## config.mk

```make
export PLATFORM = sky130hd
export DESIGN_NAME = nt_subckt_pipe
export DESIGN_NICKNAME = d
export VERILOG_FILES = /design/src/rtl/nt_subckt_pkg.sv /design/src/rtl/nt_stage_pipe.sv /design/src/rtl/nt_subckt_pipe.sv
export SDC_FILE = /design/constraint.sdc
export NUM_CORES = 1
export LEC_CHECK = 0
export CAP_MARGIN = 20
export CORE_MARGIN = 10
export CORE_UTILIZATION = 40
export DETAILED_ROUTE_END_ITERATION = 12
export HOLD_SLACK_MARGIN = 0.08
export PLACE_DENSITY_LB_ADDON = 0.05
export REMOVE_ABC_BUFFERS = 1
export SLEW_MARGIN = 40
export SYNTH_ARGS = -nofsm -noshare
export SYNTH_HDL_FRONTEND = slang
export SYNTH_SLANG_ARGS = --single-unit
```

## constraint.sdc

```tcl
create_clock -name I1470 -period 1.45 [get_ports I1470]
set_input_delay 0.29 -clock I1470 [delete_from_list [all_inputs] [get_ports I1470]]
set_output_delay 0.29 -clock I1470 [all_outputs]
set_load 0.03 [all_outputs]
```

## src/rtl/nt_subckt_pkg.sv

```systemverilog
// nt_subckt_pkg: parameter defaults and legal ranges for nt_subckt_pipe
package nt_subckt_pkg;
  localparam int NCH_DEF = 4;
  localparam int DEPTH_DEF = 2;
  localparam int ALIGN_DEF = 1;
  localparam int CNT_W_DEF = 8;
  localparam int THRESH_DEF = 16;
  localparam int NCH_MIN = 1;
  localparam int NCH_MAX = 32;
  localparam int DEPTH_MIN = 1;
  localparam int DEPTH_MAX = 8;
  localparam int CNT_W_MIN = 1;
  localparam int CNT_W_MAX = 31;
  function automatic logic params_ok(int nch, int depth, int align, int cnt_w, int thresh);
    return nch >= NCH_MIN && nch <= NCH_MAX && depth >= DEPTH_MIN && depth <= DEPTH_MAX &&
           (align == 0 || align == 1) && cnt_w >= CNT_W_MIN && cnt_w <= CNT_W_MAX &&
           thresh >= 1 && longint'(thresh) <= (64'sd1 <<< cnt_w) - 64'sd1;
  endfunction
endpackage

```

## src/rtl/nt_stage_pipe.sv

```systemverilog
// nt_stage_pipe: WIDTH-bit, DEPTH-stage register chain with hold and async reset
module nt_stage_pipe #(
  parameter int WIDTH = 1,
  parameter int DEPTH = 2
) (
  input  logic             clk,
  input  logic             rst,
  input  logic             hold,
  input  logic [WIDTH-1:0] d,
  output logic [WIDTH-1:0] q
);
  logic [WIDTH-1:0] r [DEPTH];
  always_ff @(posedge clk or posedge rst) begin
    if (rst) begin
      for (int i = 0; i < DEPTH; i++) r[i] <= '0;
    end else if (!hold) begin
      r[0] <= d;
      for (int i = 1; i < DEPTH; i++) r[i] <= r[i-1];
    end
  end
  assign q = r[DEPTH-1];
endmodule

```

## src/rtl/nt_subckt_pipe.sv

```systemverilog
// nt_subckt_pipe: per-lane pipelined logic subcircuit with a sticky all-zero-output trigger
module nt_subckt_pipe import nt_subckt_pkg::*; #(
  parameter int NCH = NCH_DEF,
  parameter int DEPTH = DEPTH_DEF,
  parameter int ALIGN = ALIGN_DEF,
  parameter int CNT_W = CNT_W_DEF,
  parameter int THRESH = THRESH_DEF
) (
  input  logic             I1470,
  input  logic             I1477,
  input  logic             in_valid,
  input  logic             hold,
  input  logic [NCH-1:0]   a,
  input  logic [NCH-1:0]   b,
  input  logic [NCH-1:0]   c,
  input  logic [NCH-1:0]   d,
  input  logic [NCH-1:0]   e,
  input  logic [NCH-1:0]   f,
  input  logic [NCH-1:0]   k,
  input  logic             clr,
  output logic [NCH-1:0]   out,
  output logic             out_valid,
  output logic             trig,
  output logic [CNT_W-1:0] trig_cnt
);
  if (!params_ok(NCH, DEPTH, ALIGN, CNT_W, THRESH)) begin : g_bad_params
    $error("nt_subckt_pipe: illegal parameter combination");
  end
  localparam logic [CNT_W-1:0] CMAX = '1;
  localparam logic [CNT_W-1:0] TH = CNT_W'(THRESH);
  logic [NCH-1:0] pp, qq, mm, m_in;
  logic adv, qual;
  logic [CNT_W-1:0] inc;
  assign m_in = ~(~(e | f) & k);
  nt_stage_pipe #(.WIDTH(NCH), .DEPTH(DEPTH)) u_p (
    .clk(I1470), .rst(I1477), .hold(hold), .d((a & b) | c), .q(pp));
  nt_stage_pipe #(.WIDTH(NCH), .DEPTH(DEPTH)) u_q (
    .clk(I1470), .rst(I1477), .hold(hold), .d(d), .q(qq));
  nt_stage_pipe #(.WIDTH(1), .DEPTH(DEPTH)) u_v (
    .clk(I1470), .rst(I1477), .hold(hold), .d(in_valid), .q(out_valid));
  if (ALIGN == 1) begin : g_m_reg
    nt_stage_pipe #(.WIDTH(NCH), .DEPTH(DEPTH)) u_m (
      .clk(I1470), .rst(I1477), .hold(hold), .d(m_in), .q(mm));
  end else begin : g_m_comb
    assign mm = m_in;
  end
  assign out = ~(pp & ~(qq | mm));
  assign adv = !hold && out_valid;
  assign qual = adv && out == '0;
  assign inc = trig_cnt == CMAX ? trig_cnt : trig_cnt + 1'b1;
  always_ff @(posedge I1470 or posedge I1477) begin
    if (I1477) begin
      trig_cnt <= '0;
      trig <= 1'b0;
    end else if (clr) begin
      trig_cnt <= '0;
      trig <= 1'b0;
    end else if (adv) begin
      trig_cnt <= qual ? inc : '0;
      trig <= trig | (qual && inc == TH);
    end
  end
endmodule

```

==> qor.csv <==
stage;metric;value;unit
cells_and_area;Final nets;282;
power_and_ir_drop;P_leak;1.18;nW
critical_path;CP max FO;6;
synth;biggest area consumer among synthesized cells;dfrtp_1;
synth;post-synthesis sequential area ratio;52.0;%
cells_and_area;Reg area;877;um2
place;GPL Wtd Cong;0.862;
critical_path;WP data required;1.67;ns
floorplan;row count;23;
synth;register bit total from synthesis;35;
cts;clk sinks;35;
critical_path;CP endpoint kind;flip-flop;
cells_and_area;# diodes;0;
timing;Final Hold Fails;0;
critical_path;R2R depth;7;
critical_path;critical path class;reg -> reg;
hold_path;Hold Path Class;in -> async;
critical_path;worst r2r dst;trig_cnt[6];
synth;top cell type's share of synthesized area;52.0;%
routing;Pre-Repair DR Iteration Count;3;
global_routing;number of global-route vias before repair;1563;
cells_and_area;layout cells sized above 1;34.9;%
global_routing;GRT Residual Overflow;0;
cts;CTS tree;done;
synth;Synth Instances;165;
timing;Peak Freq;0.662;GHz
global_routing;largest net degree at the start of global routing;36;
synth;Distinct cells, synth;35;
cells_and_area;filler cell count in the final layout;347;
timing;final period utilization;104;%
timing;crit path setup slack, layout;-0.0598;ns
synth;Syn Area/Cell;10.2;um2
outcome;failing checks;negative setup slack;
floorplan;Die Wd;84.9;um
cts;Clock Tree Buf Depth;2;
place;Placed Area;2380;um2
outcome;status;complete, but fails checks;
routing;WL/cell;14.1;um
critical_path;Critical Path Source;g_m_reg.u_m.q[3];
cells_and_area;Cell Count, Final, Fillers Out;299;
critical_path;crit start category;flip-flop;
critical_path;r2r startpoint;g_m_reg.u_m.q[3];
cells_and_area;design area;2650;um2
run;Max Cap Viol;0;
timing;Worst Skew;0.00273;ns
global_routing;Global Route Usage Sum;12.1;%
timing;post-route minimum period;1.51;ns
floorplan;Die H;84.9;um
timing;Worst slew margin;79.4;%
floorplan;I/O pin count;47;
critical_path;FF-to-FF setup slack;-0.06;ns
place;Post-Place Cells;281;
timing;RSZ-0062 raised after global routing;yes;
power_and_ir_drop;PwrDens;840;nW/um2
timing;Fin Hold WS;0.358;ns
routing;Routed Antenna Nets;0;
floorplan;core area;4030;um2
critical_path;CP Data Arrival Time;1.73;ns
power_and_ir_drop;Max rail drop VDD;0.522;mV
timing;Slew @ Worst Pin;0.310;ns
power_and_ir_drop;Power Total;2.23;mW
cells_and_area;Layout area overhead;57.5;%
floorplan;initial core utilization;41.8;%
timing;final setup vio count;9;
synth;top post-synthesis cells by area;dfrtp_1 52%, mux2_1 5.4%, a21oi_1 5.1%, mux2_2 4.0%, o21ai_0 3.0%;
routing;drt drc;0;
routing;Iter 0 DRT Violations;53;
global_routing;first-pass GRT wire length;7280;um
cts;H-Tree Depth;2;
synth;Mapped Area;1680;um2
cells_and_area;area taken by multi-input logic gates;787;um2
critical_path;critical path endpoint;trig_cnt[6];
routing;vias;1491;
routing;DR vias/cell;4.99;
cts;CTS Buf Count;5;
cts;root buffer cell;clkbuf_8;
cts;CTS clock-pin slew for the worst setup and hold paths;0.07;ns
cts;clk_lat worst skew;0.28;ns
routing;Detailed Route WL;4230;um
floorplan;die area;7200;um2
cts;Hold Buf Count CTS;0;
synth;Yosys warning total;0;
place;Post-DP HPWL;3170;um
global_routing;initial antenna violation count;0;
timing;final slew viol count;0;
place;Port Buffers;46;
-- report_power, final --
part | internal [mW] | switching, mW | total [mW] | leakage, nW
Sequential | 1.05 | 0.0407 | 1.10 | 0.418
Combinational | 0.217 | 0.147 | 0.363 | 0.716
Clock | 0.432 | 0.336 | 0.767 | 0.0505
-- metal layers --
layer / part of all wire [%] / GRT usage (%) / vias up
met3: 5.1 / 3.73 / 4
met5: 0 / 0 / -
met2: 52 / 20.9 / 35
li1: - / - / 745
met4: 0.92 / 4.49 / 0
met1: 42 / 13.8 / 707
-- cell usage after synthesis (all sizes together) --
library cell	count
nand4	5
buf	8
a22o	1
nor2b	1
nand2b	1
dfrtp	35
o31ai	1
nor2	8
o31a	1
o21ba	1
nor3	6
a21oi	17
nor3b	4
mux2	14
or3	1
mux2i	1
and3	2
nor4b	5
nand3b	1
ha	1
a31oi	4
o21ai	11
and4	1
nand2	14
nand3	7
clkbuf	2
inv	12
-- cell usage in the layout (no fill, tap or decap), types with 2 or more instances in the layout --
cell and count:
nor3_1 2, mux2_1 8, nor3_2 4, dfrtp_1 34
inv_1 7, nand4_1 4, clkbuf_8 7, clkdlybuf4s50_1 32
nor4b_1 4, nor3b_2 4, and3_1 2, dlygate4sd2_1 4
o21ai_0 9, nand3_1 6, a31oi_1 4, a21oi_1 16
buf_6 9, inv_2 4, o21ai_1 2, mux2_2 6
nor2_1 7, buf_4 38, nand2_1 13
-- worst min path at each step --
stage | cells after the start | slack, ns | startpoint | to
floorplan | 1 | 0.38 | hold | g_m_reg.u_m.r[4]
global placement | 2 | 0.46 | u_p.r[4] | u_p.r[4]
detailed placement | 2 | 0.47 | u_p.r[7] | u_p.r[7]
CTS | 3 | 0.36 | I1477 | u_q.r[7]
global route | 3 | 0.36 | I1477 | g_m_reg.u_m.q[2]
finish | 3 | 0.36 | I1477 | u_p.r[5]
-- critical path: stages, from the launching register on --
cell and delay, ns:
dfrtp_1 0.40, nor3b_2 0.22, buf_4 0.15, nand4_1 0.11
nor2_2 0.18, buf_6 0.15, a21oi_2 0.05, o21ba_1 0.21
-- sequential cells by signal (all words and copies together) (netlist names) --
register       cells
u_q.r              4
u_q.q              4
g_m_reg.u_m.r      4
trig               1
u_v.q              1
trig_cnt           8
g_m_reg.u_m.q      4
u_p.q              4
u_v.r              1
u_p.r              4
-- final cells by class --
class,instances,area share [%]
multi-input cells,108,29.7
clock inverters,1,0.283
repair buffers,86,29.1
well taps,50,2.36
flip-flops and latches,35,33.1
clock buffers,7,3.64
inverters,12,1.79
-- through the flow --
| step | worst slack [ns] | setup TNS, ns | util (%) |
|---|---|---|---|
| 3_3_place_gp | -0.205 | -3.49 | 59.0 |
| 6_report | -0.0598 | -0.252 | 65.8 |
| 5_1_grt | -0.167 | -1.56 | 65.8 |
| 2_1_floorplan | -0.382 | -1.44 | - |
| 4_1_cts | -0.0927 | -0.240 | 64.3 |
| 3_5_place_dp | -0.247 | -4.54 | 59.0 |
-- cell families after synthesis --
family	after synthesis	synth area share (%)
flip-flops	35	52.0
buffers and inverters	22	5.80
AND/OR/NAND/NOR	56	19.3
AO/OA/AOI/OAI	36	12.2
multiplexers	15	9.96
adder cells (fa/ha/maj)	1	0.743
-- repair_timing --
item,4_1_cts,5_1_grt
pin swaps,7,6
resized for setup,43,18
cloned,0,1
buffers inserted,4,5
endpoints found under the setup margin,18,15
Power figures use the tool's default switching activity.
